### src/rtl/fir_ofc_uart_packer_if.sv
// Byte-stream packer bus: groups the sample sink (from the FIR_ofc filter) and
// the byte source (toward the UART transmitter) into one bundle.
//   sink_data   filtered sample, signed two's complement, IN_W bits
//   sink_valid  sample qualifier (no backpressure toward the filter)
//   sink_error  2-bit filter error flags
//   out_data    byte toward UART TX
//   out_valid   out_data valid
//   out_ready   UART TX accepts the byte
// slave  = packer view (consumes samples, produces bytes)
// master = environment view (produces samples, consumes bytes)
interface fir_ofc_uart_packer_if #(
  parameter int IN_W = 36
);
  logic [IN_W-1:0] sink_data;
  logic            sink_valid;
  logic [1:0]      sink_error;
  logic [7:0]      out_data;
  logic            out_valid;
  logic            out_ready;

  modport slave (
    input  sink_data, sink_valid, sink_error, out_ready,
    output out_data, out_valid
  );

  modport master (
    output sink_data, sink_valid, sink_error, out_ready,
    input  out_data, out_valid
  );
endinterface

### src/rtl/fir_ofc_uart_packer.sv
// Rounds, scales and saturates the 36-bit filtered sample stream to 16 bits,
// buffers it in a sample FIFO and serializes each sample as a 3-byte frame
// (header, data[15:8], data[7:0]) on a valid/ready byte stream for the UART.
// Header byte = {4'hA, sat, ovf, err[1:0]}.
// Ports:
//   clk_clk      system clock, rising edge
//   rst_reset_n  asynchronous active-low reset
//   bus          packer bus (slave modport): sink_* in, out_* byte stream
//   ovf_sticky   a sample was dropped since the last reported header
//   fifo_level   current FIFO occupancy
//
// Serializer states:
//   state | meaning
//   IDLE  | nothing presented, waiting for a FIFO word
//   B0    | header byte presented
//   B1    | data[15:8] presented
//   B2    | data[7:0] presented; next frame loads on transfer if one is waiting
module fir_ofc_uart_packer #(
  parameter int IN_W       = 36,
  parameter int OUT_W      = 16,
  parameter int SHIFT      = 12,
  parameter int FIFO_DEPTH = 16,
  parameter int ADDR_W     = 4
) (
  input  logic                  clk_clk,
  input  logic                  rst_reset_n,
  fir_ofc_uart_packer_if.slave  bus,
  output logic                  ovf_sticky,
  output logic [ADDR_W:0]       fifo_level
);

  localparam int WORD_W = OUT_W + 3;

  // One extra bit so adding the rounding constant can never wrap.
  typedef logic signed [IN_W:0] wide_t;
  localparam wide_t RND  = wide_t'(1) <<< (SHIFT - 1);
  localparam wide_t MAXV = wide_t'((2 ** (OUT_W - 1)) - 1);
  localparam wide_t MINV = wide_t'(-(2 ** (OUT_W - 1)));
  localparam logic [OUT_W-1:0] SAT_HI = {1'b0, {(OUT_W-1){1'b1}}};
  localparam logic [OUT_W-1:0] SAT_LO = {1'b1, {(OUT_W-1){1'b0}}};

  typedef enum logic [1:0] {IDLE, B0, B1, B2} state_t;

  // ---------------- stage 1: round half-up, arithmetic shift
  wide_t       sum, shifted, s1_val;
  logic        s1_valid;
  logic [1:0]  s1_err;

  always_comb begin
    sum     = wide_t'($signed(bus.sink_data)) + RND;
    shifted = sum >>> SHIFT;
  end

  always_ff @(posedge clk_clk or negedge rst_reset_n) begin
    if (!rst_reset_n) begin
      s1_valid <= 1'b0;
      s1_val   <= '0;
      s1_err   <= '0;
    end else begin
      s1_valid <= bus.sink_valid;
      if (bus.sink_valid) begin
        s1_val <= shifted;
        s1_err <= bus.sink_error;
      end
    end
  end

  // ---------------- stage 2: saturate and write into the FIFO
  logic              sat;
  logic [OUT_W-1:0]  data16;
  logic [WORD_W-1:0] wr_word, rd_word;

  always_comb begin
    sat    = 1'b0;
    data16 = s1_val[OUT_W-1:0];
    if (s1_val > MAXV) begin
      sat    = 1'b1;
      data16 = SAT_HI;
    end else if (s1_val < MINV) begin
      sat    = 1'b1;
      data16 = SAT_LO;
    end
    wr_word = {s1_err, sat, data16};
  end

  logic [WORD_W-1:0] mem [FIFO_DEPTH];
  logic [ADDR_W-1:0] wr_ptr, rd_ptr;
  logic [ADDR_W:0]   count;
  logic              full, empty, push, drop, pop;

  assign full  = (count == (ADDR_W+1)'(FIFO_DEPTH));
  assign empty = (count == '0);
  // Fullness is judged before a same-cycle pop, so a write at full drops.
  assign push  = s1_valid && !full;
  assign drop  = s1_valid && full;
  assign rd_word = mem[rd_ptr];

  always_ff @(posedge clk_clk) begin
    if (push) mem[wr_ptr] <= wr_word;
  end

  always_ff @(posedge clk_clk or negedge rst_reset_n) begin
    if (!rst_reset_n) begin
      wr_ptr     <= '0;
      rd_ptr     <= '0;
      count      <= '0;
      ovf_sticky <= 1'b0;
    end else begin
      if (push) wr_ptr <= wr_ptr + 1'b1;
      if (pop)  rd_ptr <= rd_ptr + 1'b1;
      count <= count + (ADDR_W+1)'(push) - (ADDR_W+1)'(pop);
      // A drop in the cycle the flag is reported keeps it set.
      if (drop)     ovf_sticky <= 1'b1;
      else if (pop) ovf_sticky <= 1'b0;
    end
  end

  assign fifo_level = count;

  // ---------------- byte serializer
  state_t      state, state_d;
  logic [7:0]  out_data_q, out_data_d;
  logic        out_valid_q, out_valid_d;
  logic [15:0] data_q, data_d;
  logic        xfer, load;

  always_ff @(posedge clk_clk or negedge rst_reset_n) begin
    if (!rst_reset_n) begin
      state       <= IDLE;
      out_data_q  <= '0;
      out_valid_q <= 1'b0;
      data_q      <= '0;
    end else begin
      state       <= state_d;
      out_data_q  <= out_data_d;
      out_valid_q <= out_valid_d;
      data_q      <= data_d;
    end
  end

  always_comb begin
    state_d     = state;
    out_data_d  = out_data_q;
    out_valid_d = out_valid_q;
    data_d      = data_q;
    pop         = 1'b0;
    load        = 1'b0;
    xfer        = out_valid_q && bus.out_ready;
    unique case (state)
      IDLE: load = !empty;
      B0: if (xfer) begin
        out_data_d = data_q[15:8];
        state_d    = B1;
      end
      B1: if (xfer) begin
        out_data_d = data_q[7:0];
        state_d    = B2;
      end
      B2: if (xfer) begin
        if (!empty) begin
          load = 1'b1;
        end else begin
          out_valid_d = 1'b0;
          out_data_d  = '0;
          state_d     = IDLE;
        end
      end
      default: state_d = IDLE;
    endcase
    // Header is frozen at pop time, including the current overflow flag.
    if (load) begin
      pop         = 1'b1;
      data_d      = rd_word[15:0];
      out_data_d  = {4'hA, rd_word[OUT_W], ovf_sticky, rd_word[OUT_W+2:OUT_W+1]};
      out_valid_d = 1'b1;
      state_d     = B0;
    end
  end

  assign bus.out_data  = out_data_q;
  assign bus.out_valid = out_valid_q;

endmodule

### src/flat_wrapper.sv
// flat-port wrapper written by rule: the top's interface ports become plain ports
module fir_ofc_uart_packer_flat 
#(
  parameter int IN_W       = 36,
  parameter int OUT_W      = 16,
  parameter int SHIFT      = 12,
  parameter int FIFO_DEPTH = 16,
  parameter int ADDR_W     = 4
)
  (clk_clk, rst_reset_n, ovf_sticky, fifo_level, bus_sink_data, bus_sink_valid, bus_sink_error, bus_out_ready, bus_out_data, bus_out_valid);
  fir_ofc_uart_packer_if #(.IN_W(IN_W)) bus_i ();
  input  logic clk_clk;
  input  logic rst_reset_n;
  output logic ovf_sticky;
  output logic [ADDR_W:0] fifo_level;
  input wire logic [$bits(bus_i.sink_data)-1:0] bus_sink_data;
  input wire logic [$bits(bus_i.sink_valid)-1:0] bus_sink_valid;
  input wire logic [$bits(bus_i.sink_error)-1:0] bus_sink_error;
  input wire logic [$bits(bus_i.out_ready)-1:0] bus_out_ready;
  output wire logic [$bits(bus_i.out_data)-1:0] bus_out_data;
  output wire logic [$bits(bus_i.out_valid)-1:0] bus_out_valid;
  assign bus_i.sink_data = bus_sink_data;
  assign bus_i.sink_valid = bus_sink_valid;
  assign bus_i.sink_error = bus_sink_error;
  assign bus_i.out_ready = bus_out_ready;
  assign bus_out_data = bus_i.out_data;
  assign bus_out_valid = bus_i.out_valid;
  fir_ofc_uart_packer #(.IN_W(IN_W), .OUT_W(OUT_W), .SHIFT(SHIFT), .FIFO_DEPTH(FIFO_DEPTH), .ADDR_W(ADDR_W)) u_core (.clk_clk(clk_clk), .rst_reset_n(rst_reset_n), .bus(bus_i), .ovf_sticky(ovf_sticky), .fifo_level(fifo_level));
endmodule
### config.mk
export PLATFORM = sky130hd
export DESIGN_NAME = fir_ofc_uart_packer_flat
export DESIGN_NICKNAME = d
export VERILOG_FILES = /design/src/rtl/fir_ofc_uart_packer_if.sv /design/src/rtl/fir_ofc_uart_packer.sv /design/src/flat_wrapper.sv
export SDC_FILE = /design/constraint.sdc
export NUM_CORES = 1
export LEC_CHECK = 0
export BUFFER_PORTS_ARGS = -buffer_cell sky130_fd_sc_hd__clkbuf_2
export CELL_PAD_IN_SITES_DETAIL_PLACEMENT = 0
export CELL_PAD_IN_SITES_GLOBAL_PLACEMENT = 2
export CORE_MARGIN = 2
export CORE_UTILIZATION = 33
export CTS_CLUSTER_SIZE = 12
export DETAILED_ROUTE_END_ITERATION = 8
export GPL_TIMING_DRIVEN = 0
export PLACE_DENSITY = 0.55
export SYNTH_ARGS = -nofsm -noshare
export SYNTH_HDL_FRONTEND = slang
export SYNTH_SLANG_ARGS = --single-unit
### constraint.sdc
create_clock -name clk_clk -period 4.74 [get_ports clk_clk]
set_input_delay 1.185 -clock clk_clk [delete_from_list [all_inputs] [get_ports clk_clk]]
set_output_delay 1.185 -clock clk_clk [all_outputs]
set_load 0.1 [all_outputs]
==> metrics.md, run 1 <==
| Metric | Value |
|---|---|
| Outcome | completed |
| Hpwl dp | 24520 um |
| Netlist cell types | 46 |
| # diodes | 0 |
| IO Port Bufs | 45 |
| Initial Util | 33.20% |
| Critical Path Source Type | flop |
| Critical path class | flop to flop |
| Cts bufs inserted | 42 |
| Vias in the first global route | 8462 |
| Largest cells by area after synthesis | edfxtp_1 (59%), dfrtp_1 (11%), mux4_2 (11%), mux2i_1 (1.8%), ha_1 (1.5%) |
| Post-synth top area share | 59.43% |
| Syn Area/Cell | 17.68 sq um |
| Drt total wl | 37230 um |
| DR vias | 7961 |
| PostCTS Resize Cnt | 0 |
| Yosys warning total | 0 |
| Remaining DRCs | 0 |
| Clock Sinks | 373 |
| GPL Wtd Cong | 0.7008 |
| Root cell of the clock tree | clkbuf_16 |
| Wirelength per Cell | between 20 and 25 um |
| CP required | 5.22 ns |
| Leak | a little over 0.006 uW |
| Seq cells post-synth | 373 |
| PnR Total Power | 10890 uW |
| Met2 Resource Use GR | between 20% and 30% |
| Synth Net Count | 931 |
| Area of the multi-input gates | 4268 sq um |
| Clock Latency Late Sink | 0.57 ns |
| Placed Area | 16520 sq um |
| Top_reg_cell synth | edfxtp_1 |
| IO Pins | 57 |
| # rows | 79 |
| CP peak stage delay | 0.57 ns |
| Post-Syn Area | 15360 sq um |
| Router iterations before antenna repair | 4 |
| Post-synth top cells | edfxtp_1 (304), mux4_2 (74), dfrtp_1 (69) |
| Setup violators final | 0 |
| Postcts setup bufs | 0 |
| Count leader, synth | edfxtp_1 |
| Max-cap viol count | 0 |
| Clock buffer depth | 3 |
| FMAX | 261.7 MHz |
| Final-layout fill cell count | roughly 4300 |
| WP data arrival | 4.30 ns |
| Layout Utilization | 38.41% |
| Worst Tran Pin Value | 1.322 ns |
| RSZ-0062 raised after global routing | no |
| Core area | 46260 sq um |
| CTS tree | built |
| Largest net degree at the start of global routing | 38 |
| R2R Setup Slk | 0.92 ns |
| Max VDD drop | 0.0003566 V |
| Antenna-violating nets left | 0 |
| Clk slew on worst S/H paths | 0.06 ns |
| CP max FO | 10 |
| First-pass GRT wire length | approximately 56000 um |
| Area leader, netlist | edfxtp_1 |
| Power Density | 612.8 nW/um^2 |
| Final min period | 3.821 ns |
| Die Ht | 219.7 um |
| Area delta synth->final | 15.68% |
| Cells after Synth | just under 900 |
| Final Slew Violations | 0 |
| Worst Hold Class | flop to flop |
| GR Layer Usage met1 | 21.93% |
| Die Span X | 219.7 um |
| Nets | 1033 |
| Crit end category | flop |
| Asr flop ratio synth | between 15 and 20% |
| Full die area | 48290 sq um |
| Register Area | 10860 sq um |
| Global route overflow | 0 |
| Post-synth EDFFs | 304 |
| Tcrit/Tclk final | 80.62% |
| Via density | 4.948 |
| Layer with the highest usage | met2 |
| Share of cells above drive strength 1 | 23.05% |
| Final Hold Viols | 0 |
| Met3 GRT Util | 3.064% |
| WP buf/inv | 7 |
| Min Hold Slack | 0.5021 ns |
| CP max-delay cell | clkbuf_1 |
| H-tree levels | 2 |
| DRT iter0 DRCs | 528 |
| Relative slew slack | 11.84% |
| Hold Buf Count CTS | 0 |
| Setup TNS | 0 ns |
| Critical path's most frequent cell | inv_1 |
| Post-Layout Inst Area | 17770 sq um |
| Initial antenna violation count | 2 |
| Sequential share of the synthesized area | 70.67% |
| Skew final | 0.02344 ns |
| Critical path's top delay family | buffers and inverters |
| Critical Path, Cell by Cell | inv_1 > ha_1 > or3_1 > clkbuf_1 > inv_1 > clkbuf_1 > ha_1 > inv_1 > ha_1 > inv_1 > fa_1 > inv_1 > a21oi_1 > o21bai_1 > xnor2_1 |
| Gr usage total | 16.06% |
layer usage:
metal / wire length (um) / vias to the layer above
li1: - / 3662
met1: 17340 / 4118
met2: 17950 / 134
met3: 1340 / 47
met4: 605 / 0
met5: 0 / -
report_power, final:
group / leakage (uW) / switching, uW / total [uW] / internal [uW]
sequential: 0.00352 / 233 / 4300 / 4070
clock: 0.000612 / 1290 / 3000 / 1710
combinational: 0.00190 / 2200 / 3580 / 1390
final timing paths:
kind,start,to,cells past startpoint
worst max-delay path,u_core.state[0]$_DFFE_PN0P_,u_core.fifo_level[4]$_DFF_PN0_,15
worst min-delay path,u_core.bus.out_data[5]$_DFFE_PN0P_,u_core.bus.out_data[5]$_DFFE_PN0P_,1
worst max register to register,u_core.state[0]$_DFFE_PN0P_,u_core.fifo_level[4]$_DFF_PN0_,15
worst min register to register,u_core.bus.out_data[5]$_DFFE_PN0P_,u_core.bus.out_data[5]$_DFFE_PN0P_,1
max in group asynchronous,rst_reset_n,u_core.s1_val[3]$_DFFE_PN0P_,2
min in group asynchronous,rst_reset_n,u_core.fifo_level[1]$_DFF_PN0_,1
flip-flops by register name, summed over array words and instances (netlist names), 2 cells and up:
register	flops
u_core.s1_err	2
u_core.mem	304
u_core.rd_ptr	4
u_core.s1_val	25
u_core.fifo_level	5
u_core.wr_ptr	4
u_core.state	2
u_core.data_q	16
u_core.bus.out_data	8
layout make-up:
| type | count | share of cell area [%] |
|---|---|---|
| timing repair buffer | 58 | 1.965 |
| clock inverter | 18 | 0.7112 |
| multi-input combinational | 425 | 24.02 |
| tap | 607 | 4.274 |
| buffer | 47 | 1.141 |
| inverter | 24 | 0.5070 |
| sequential | 373 | 61.09 |
| clock buffer | 57 | 6.288 |
per-stage QoR:
| step | cells | setup slack [ns] |
|---|---|---|
| finish | 1609 | 0.9188 |
| floorplan | 869 | 0.6557 |
| detailed placement | 1534 | 0.4840 |
| global route | 1609 | 0.5776 |
| CTS | 1609 | 0.8617 |
| global placement | 1521 | -1.427 |
kinds of logic (layout without fill, tap and decap cells):
kind of cell	Yosys count	after routing	synth area share (%)
and+or+nand+nor	168	168	5.694
muxes	127	127	15.00
buffers and inverters	71	204	1.906
DFF	373	373	70.67
AOI/OAI and AO/OA	88	88	3.796
xor gates and xnor gates	22	22	1.255
adders and majority gates	20	20	1.678
cell usage in the layout (no fill, tap or decap), types with 5 or more instances in the layout:
cell type / count
a21o_1: 16
clkinv_1: 7
clkbuf_1: 43
buf_2: 12
or3_1: 18
or4_1: 5
nand2b_1: 5
o311ai_0: 6
nand2_1: 42
nand3_1: 23
and2_1: 7
o211ai_1: 14
nand4_1: 6
buf_4: 12
edfxtp_1: 304
dfrtp_1: 69
clkbuf_2: 44
xor2_1: 9
mux2i_1: 28
mux4_2: 74
ha_1: 19
nor4_1: 5
clkbuf_16: 42
inv_1: 23
xnor2_1: 13
nor3b_1: 6
a21oi_1: 21
nor2_1: 27
clkinv_2: 8
o21ai_0: 13
a31oi_1: 8
mux4_1: 5
mux2_2: 20
Power figures use the tool's default switching activity.
==> run 2: changes to the inputs <==
--- a/config.mk
+++ b/config.mk
@@ -5,6 +5,7 @@
 export SDC_FILE = /design/constraint.sdc
 export NUM_CORES = 1
 export LEC_CHECK = 0
+export ABC_AREA = 1
 export BUFFER_PORTS_ARGS = -buffer_cell sky130_fd_sc_hd__clkbuf_2
 export CELL_PAD_IN_SITES_DETAIL_PLACEMENT = 0
 export CELL_PAD_IN_SITES_GLOBAL_PLACEMENT = 2
@@ -13,7 +14,7 @@
 export CTS_CLUSTER_SIZE = 12
 export DETAILED_ROUTE_END_ITERATION = 8
 export GPL_TIMING_DRIVEN = 0
-export PLACE_DENSITY = 0.55
+export PLACE_DENSITY = 0.61
 export SYNTH_ARGS = -nofsm -noshare
 export SYNTH_HDL_FRONTEND = slang
 export SYNTH_SLANG_ARGS = --single-unit
==> constraint.sdc (replaced) <==
create_clock -name clk_clk -period 3.9 [get_ports clk_clk]
set_input_delay 0.975 -clock clk_clk [delete_from_list [all_inputs] [get_ports clk_clk]]
set_output_delay 0.975 -clock clk_clk [all_outputs]
set_load 0.1 [all_outputs]
==> run 2 against run 1 <==
Sequential cell count stayed put. Wire length up 43%. Sequential share of layout area fell by 3.8 points. Die area rose by 5.5%. Combinational power fell by 65%. Critical endpoint unchanged. Largest power group unchanged. Highest routed layer unchanged.
==> metrics.md, run 2 <==
| Metric | Value |
|---|---|
| Largest registers | u_core.mem (304), u_core.s1_val (25), u_core.data_q (16) |
| Area delta synth->final | 16.73% |
| CP peak stage delay | 0.44 ns |
| Critical Path, Cell by Cell | ha_1 > inv_2 > o21bai_2 > nand3b_4 > inv_2 > buf_2 > ha_1 > inv_1 > ha_1 > inv_1 > fa_1 > o21ai_0 > xor2_1 |
| IO Port Bufs | 45 |
| Initial Util | 33.28% |
| Global route overflow | 0 |
| CTS tree | built |
| # rows | 81 |
| Asr flop ratio synth | a little under a fifth |
| Post-Syn Area | roughly 16000 sq um |
| PnR Total Power | 10140 uW |
| Clk slew on worst S/H paths | 0.06 ns |
| Most frequent cells in the layout | edfxtp_1 (304), nand2_1 (296), nor2_1 (212), o21ai_0 (122), nand3_1 (102) |
| Post-synth top cells | edfxtp_1 (304), nand2_1 (296), nor2_1 (226) |
| First-pass GRT wire length | approximately 76000 um |
| Critical path class | flop to flop |
| CP required | 4.40 ns |
| Netlist cell types | between 40 and 50 |
| WP data arrival | 3.66 ns |
| Layout Cells excl Fill | about 2300 |
| Die Span X | 225.7 um |
| Wl on met1 | ~24000 um |
| Die Ht | between 200 and 250 um |
| Worst Tran Pin Value | 1.039 ns |
| Post-synth EDFFs | 304 |
| Core area | 48750 sq um |
| Nets | 1648 |
| Relative slew slack | a little under a third |
| Largest net degree at the start of global routing | 52 |
| DR WL met3 | 1960 um |
| Vias in the first global route | 11000 |
| Max-cap viol count | 0 |
| Hpwl dp | 35660 um |
| Power Density | roughly 540 nW/um^2 |
| Syn Area/Cell | 10.92 sq um |
| Initial antenna violation count | 1 |
| Largest register by flop count | u_core.mem |
| Crit end category | flop |
| Antenna-violating nets left | 0 |
| Root cell of the clock tree | clkbuf_16 |
| Final Slew Violations | 0 |
| Top sig layer | met4 |
| Skew final | 0.01432 ns |
| Final-layout fill cell count | 4826 |
| Leak | 0.007207 uW |
| Yosys warning total | 0 |
| Full die area | 50950 sq um |
| GPL Wtd Cong | approximately 0.8 |
| Final min period | 3.165 ns |
| Min Hold Slack | 0.3332 ns |
| # diodes | 0 |
| Top_reg_cell synth | edfxtp_1 |
| H-tree levels | 2 |
| CP max FO | 10 |
| Critical path's most frequent cell | ha_1 |
| Hold Buf Count CTS | 0 |
| Largest cells by area after synthesis | edfxtp_1 (56%), dfrtp_1 (11%), nand2_1 (6.8%), nor2_1 (5.2%), o21ai_0 (3.8%) |
| CP max-delay cell | dfrtp_1 |
| Clock Sinks | between 300 and 400 |
| Via density | about 5 |
| DR WL met2 | 25750 um |
| Gr usage total | a little over a fifth |
| Clock Latency Late Sink | 0.58 ns |
| Router iterations before antenna repair | 5 |
| Cells after Synth | 1485 |
| IO Pins | between 50 and 60 |
| Post-synth top area share | 56.27% |
| Worst Hold Class | input port to async pin |
| Wirelength per Cell | between 20 and 25 um |
| DRT iter0 DRCs | 871 |
| Clock buffer depth | 3 |
| Placed Cells | 2204 |
| Seq cells post-synth | about 370 |
| DR vias | about 11000 |
| PostCTS Resize Cnt | 0 |
| Max VDD drop | 0.0002670 V |
| Area leader, netlist | edfxtp_1 |
| Share of cells above drive strength 1 | 12.45% |
| FMAX | roughly 320 MHz |
| Setup TNS | 0 ns |
| Outcome | completed |
| Count leader, synth | edfxtp_1 |
| Critical path's top delay family | adder cells |
| Tcrit/Tclk final | roughly four fifths |
| Sequential share of the synthesized area | 66.91% |
| Drt total wl | 53340 um |
| Largest register FFs | 304 |
| Cts bufs inserted | 44 |
| Postcts setup bufs | 0 |
| Most common cell after layout, fill and taps aside | edfxtp_1 |
| WP buf/inv | 5 |
| Remaining DRCs | 0 |
| Synth Net Count | ~1500 |
| RSZ-0062 raised after global routing | no |
| Critical Path Source Type | flop |
| Setup violators final | 0 |
| Final Hold Viols | 0 |
[run 2: changes by cell type after synthesis, sizes merged, moves of 18 or more]
| cell | delta |
|---|---|
| o211ai | +34 |
| nand3 | +79 |
| nor2 | +200 |
| mux4 | -79 |
| mux2 | -20 |
| or3 | -18 |
| mux2i | -28 |
| nand2 | +259 |
| buf | +29 |
| o21ai | +152 |
| inv | +72 |
[run 2: worst paths after layout]
path	from	to	slack, ns	cells after the start
worst min-delay path	rst_reset_n	u_core.bus.out_data[5]$_DFFE_PN0P_	0.33	1
worst max register to register	u_core.state[1]$_DFFE_PN0P_	u_core.fifo_level[4]$_DFF_PN0_	0.74	13
worst max-delay path	u_core.state[1]$_DFFE_PN0P_	u_core.fifo_level[4]$_DFF_PN0_	0.74	13
max in group asynchronous	rst_reset_n	u_core.s1_val[8]$_DFFE_PN0P_	2.96	2
worst min register to register	u_core.data_q[10]$_DFFE_PN0P_	u_core.data_q[10]$_DFFE_PN0P_	0.48	2
min in group clk_clk	u_core.data_q[10]$_DFFE_PN0P_	u_core.data_q[10]$_DFFE_PN0P_	0.48	2
[run 2: metrics by stage]
step | instance area, sq um | worst slack, ns | util, %
after floorplan | 16220 | 0.5727 | -
after global placement | 17280 | -1.107 | 35.45
after detailed placement | 17570 | 0.2919 | 36.04
after CTS | 18940 | 0.6724 | 38.85
after global routing | 18940 | 0.4741 | 38.85
final | 18940 | 0.7354 | 38.85
[run 2: kinds of logic after synthesis]
group / share of synthesized area [%]
and+or+nand+nor: 16.52
adders and majority gates: 1.589
DFF: 66.91
xor gates and xnor gates: 1.134
buffers and inverters: 5.121
AOI/OAI and AO/OA: 8.723
[run 2: routing by layer]
metal / vias up / track usage (%)
met5: - / 0
met2: 212 / 36.05
met1: 5494 / 28.64
met4: 0 / 7.541
li1: 5320 / -
met3: 75 / 2.355
[run 2: power breakdown]
| part | leakage (uW) | switching, uW | internal, uW |
|---|---|---|---|
| clock network | 0.000670 | 1660 | 2290 |
| logic | 0.00297 | 991 | 281 |
| registers | 0.00357 | 134 | 4790 |
| total | 0.00721 | 2790 | 7360 |
[run 2: cell type report]
| type | count | area, sq um | share of cell area (%) |
|---|---|---|---|
| buffer | 76 | 466.7 | 2.464 |
| inverter | 95 | 364.1 | 1.923 |
| clock inverter | 24 | 171.4 | 0.9052 |
| tap | 664 | 830.8 | 4.387 |
| multi-input combinational | 941 | 4647 | 24.54 |
| clock buffer | 58 | 1195 | 6.310 |
| sequential | 373 | 10860 | 57.32 |
| timing repair buffer | 55 | 406.6 | 2.147 |
==> run 3: changes to the inputs <==
--- a/config.mk
+++ b/config.mk
@@ -14,7 +14,7 @@
 export CTS_CLUSTER_SIZE = 12
 export DETAILED_ROUTE_END_ITERATION = 8
 export GPL_TIMING_DRIVEN = 0
-export PLACE_DENSITY = 0.61
+export PLACE_DENSITY = 0.64
 export SYNTH_ARGS = -nofsm -noshare
 export SYNTH_HDL_FRONTEND = slang
 export SYNTH_SLANG_ARGS = --single-unit
==> constraint.sdc (replaced) <==
create_clock -name clk_clk -period 2.9 [get_ports clk_clk]
set_input_delay 0.725 -clock clk_clk [delete_from_list [all_inputs] [get_ports clk_clk]]
set_output_delay 0.725 -clock clk_clk [all_outputs]
set_load 0.1 [all_outputs]
==> run 3 against run 2 <==
Sequential share of layout area shrank 0.16 points. Clock power grew 35%. Worst setup slack lost 0.58 ns. Global-route usage shrank 0.12 points. Total power grew 35%. Highest routed layer unchanged. Wire length shrank 1.2%. Via count grew 0.32%.
==> metrics.md, run 3 (same netlist as run 2, synthesis figures left out) <==
| Metric | Value |
|---|---|
| Clock Latency Late Sink | just under 0.6 ns |
| Met3 GRT Util | 2.875% |
| Layer with the highest usage | met2 |
| Clock buffer depth | 3 |
| Router iterations before antenna repair | 5 |
| Largest net degree at the start of global routing | 57 |
| Layout Utilization | 39.00% |
| Max VDD drop | around 0.00044 V |
| Power Density | 721.4 nW/um^2 |
| Hold Buf Count CTS | 0 |
| Sequential share of power | 48.4% |
| Post-Place Worst Slack | -0.4961 ns |
| Die Ht | 225.7 um |
| GPL Wtd Cong | 0.8014 |
| IO Port Bufs | 45 |
| Final-layout fill cell count | 4794 |
| Final Hold Viols | 0 |
| Clk pwr share | 39.0% |
| Full die area | 50950 sq um |
| Clock Sinks | 373 |
| Clk slew on worst S/H paths | 0.06 ns |
| Drt total wl | around 53000 um |
| First-pass GRT wire length | 76510 um |
| PnR Total Power | between 10000 and 15000 uW |
| Cts bufs inserted | 44 |
| FMAX | 364.2 MHz |
| Comb power frac | 12.6% |
| Setup violators final | 0 |
| CP max FO | 19 |
| R2R Setup Slk | between 0.15 and 0.2 ns |
| Critical Path Source Type | flop |
| Largest register by flop count | u_core.mem |
| P_int | ~10000 uW |
| RSZ-0062 raised after global routing | no |
| Wirelength per Cell | 23.06 um |
| CTS tree | built |
| Crit end category | flop |
| Initial antenna violation count | 2 |
| CP required | 3.39 ns |
| Outcome | completed |
| Leak | 0.007218 uW |
| Root cell of the clock tree | clkbuf_16 |
| Met2 Resource Use GR | 35.82% |
| WP data arrival | 3.24 ns |
| Die Span X | 225.7 um |
| Hpwl dp | 34960 um |
| H-tree levels | 2 |
| DRT iter0 DRCs | between 900 and 1000 |
| Largest register FFs | 304 |
| Sw frac | 27.12% |
| Worst Tran Pin Value | slightly above 1 ns |
| Capturing point of the worst reg2reg path | u_core.fifo_level[4]$_DFF_PN0_ |
| Initial Util | 33.28% |
| Final min period | 2.746 ns |
| Psw | between 3000 and 4000 uW |
| RR Startpoint | u_core.fifo_level[2]$_DFF_PN0_ |
| Worst Hold Class | input port to async pin |
| Critical path class | flop to flop |
| IO Pins | 57 |
| Most frequent cells in the layout | edfxtp_1 (304), nand2_1 (296), nor2_1 (212), o21ai_0 (121), nand3_1 (102) |
| Remaining DRCs | 0 |
| # diodes | 0 |
| Worst Slack Setup Final | roughly 0.15 ns |
| Core area | roughly 49000 sq um |
| Min Hold Slack | 0.04772 ns |
| Worst-case reg-to-reg path depth | 12 |
| Max-cap viol count | 0 |
| Share of cells above drive strength 1 | 12.77% |
| Nets | ~1700 |
| GR Layer Usage met1 | 28.81% |
| DR vias | between 10000 and 15000 |
| # rows | 81 |
| Largest registers | u_core.mem (304), u_core.s1_val (25), u_core.data_q (16) |
| Final Slew Violations | 0 |
| Area delta synth->final | 17.19% |
| Most common cell after layout, fill and taps aside | edfxtp_1 |
| Via density | 4.874 |
| Vias in the first global route | 11030 |
| Relative slew slack | 32.44% |
| Gr usage total | 21.29% |
| Tcrit/Tclk final | between 90 and 100% |
| Global route overflow | 0 |
| Skew final | 0.01746 ns |
| Antenna-violating nets left | 0 |
run 3: timing repair:
action / in CTS / in global routing
pin swaps: 0 / 2
setup buffers: 0 / 6
hold endpoints to repair: 0 / 0
endpoints found under the setup margin: 3 / 9
gates resized for setup: 3 / 3
run 3: layout make-up:
class	instances	area, sq um	area share [%]
sequential	373	10870	57.16
tap	664	830.8	4.370
inverter	95	376.6	1.981
timing repair buffer	61	462.9	2.435
clock buffer	59	1200	6.311
buffer	75	461.7	2.428
clock inverter	17	156.4	0.8226
multi-input combinational	941	4656	24.49
run 3: worst max-delay path by stage:
stage | start | to | slack [ns] | depth (start not counted)
final | u_core.fifo_level[2]$_DFF_PN0_ | u_core.fifo_level[4]$_DFF_PN0_ | 0.15 | 12
after global routing | u_core.fifo_level[2]$_DFF_PN0_ | u_core.fifo_level[4]$_DFF_PN0_ | 0.009 | 12
after CTS | u_core.state[1]$_DFFE_PN0P_ | u_core.fifo_level[4]$_DFF_PN0_ | 0.02 | 12
after detailed placement | bus_out_ready | u_core.fifo_level[4]$_DFF_PN0_ | -0.50 | 13
after global placement | u_core.fifo_level[2]$_DFF_PN0_ | u_core.mem[7][18]$_DFFE_PP_ | -1.97 | 5
after floorplan | u_core.fifo_level[2]$_DFF_PN0_ | u_core.mem[7][0]$_DFFE_PP_ | -0.02 | 5
run 3: critical path, cell delays in order (launching register included):
cell and delay [ns]:
dfrtp_4 0.48, inv_1 0.09, ha_1 0.20, nand3_1 0.18, nand3b_4 0.22, clkinv_8 0.15
ha_1 0.29, inv_1 0.06, ha_1 0.16, inv_1 0.06, fa_1 0.42, o21ai_2 0.18
xor2_1 0.15
run 3: power groups by stage:
stage	clock network [uW]	logic, uW	registers [uW]
after floorplan	0	741	6960
after global placement	0	1540	6770
after detailed placement	0	1730	6750
after CTS	5460	1730	6640
after global routing	5670	1880	6680
final	5350	1730	6640
run 3: per-stage QoR:
| step | cells | setup TNS (ns) | area (sq um) |
|---|---|---|---|
| 2_1_floorplan | 1485 | -0.5707 | 16240 |
| 3_3_place_gp | 2194 | -300.42 | 17290 |
| 3_5_place_dp | 2204 | -0.9256 | 17590 |
| 4_1_cts | 2279 | 0 | 18950 |
| 5_1_grt | 2285 | 0 | 19010 |
| 6_report | 2285 | 0 | 19010 |
run 3: per-layer routing:
layer | vias to the layer above | routed length, um
li1 | 5324 | -
met4 | 0 | 1272
met3 | 61 | 2312
met5 | - | 0
met2 | 251 | 25330
met1 | 5500 | 23780
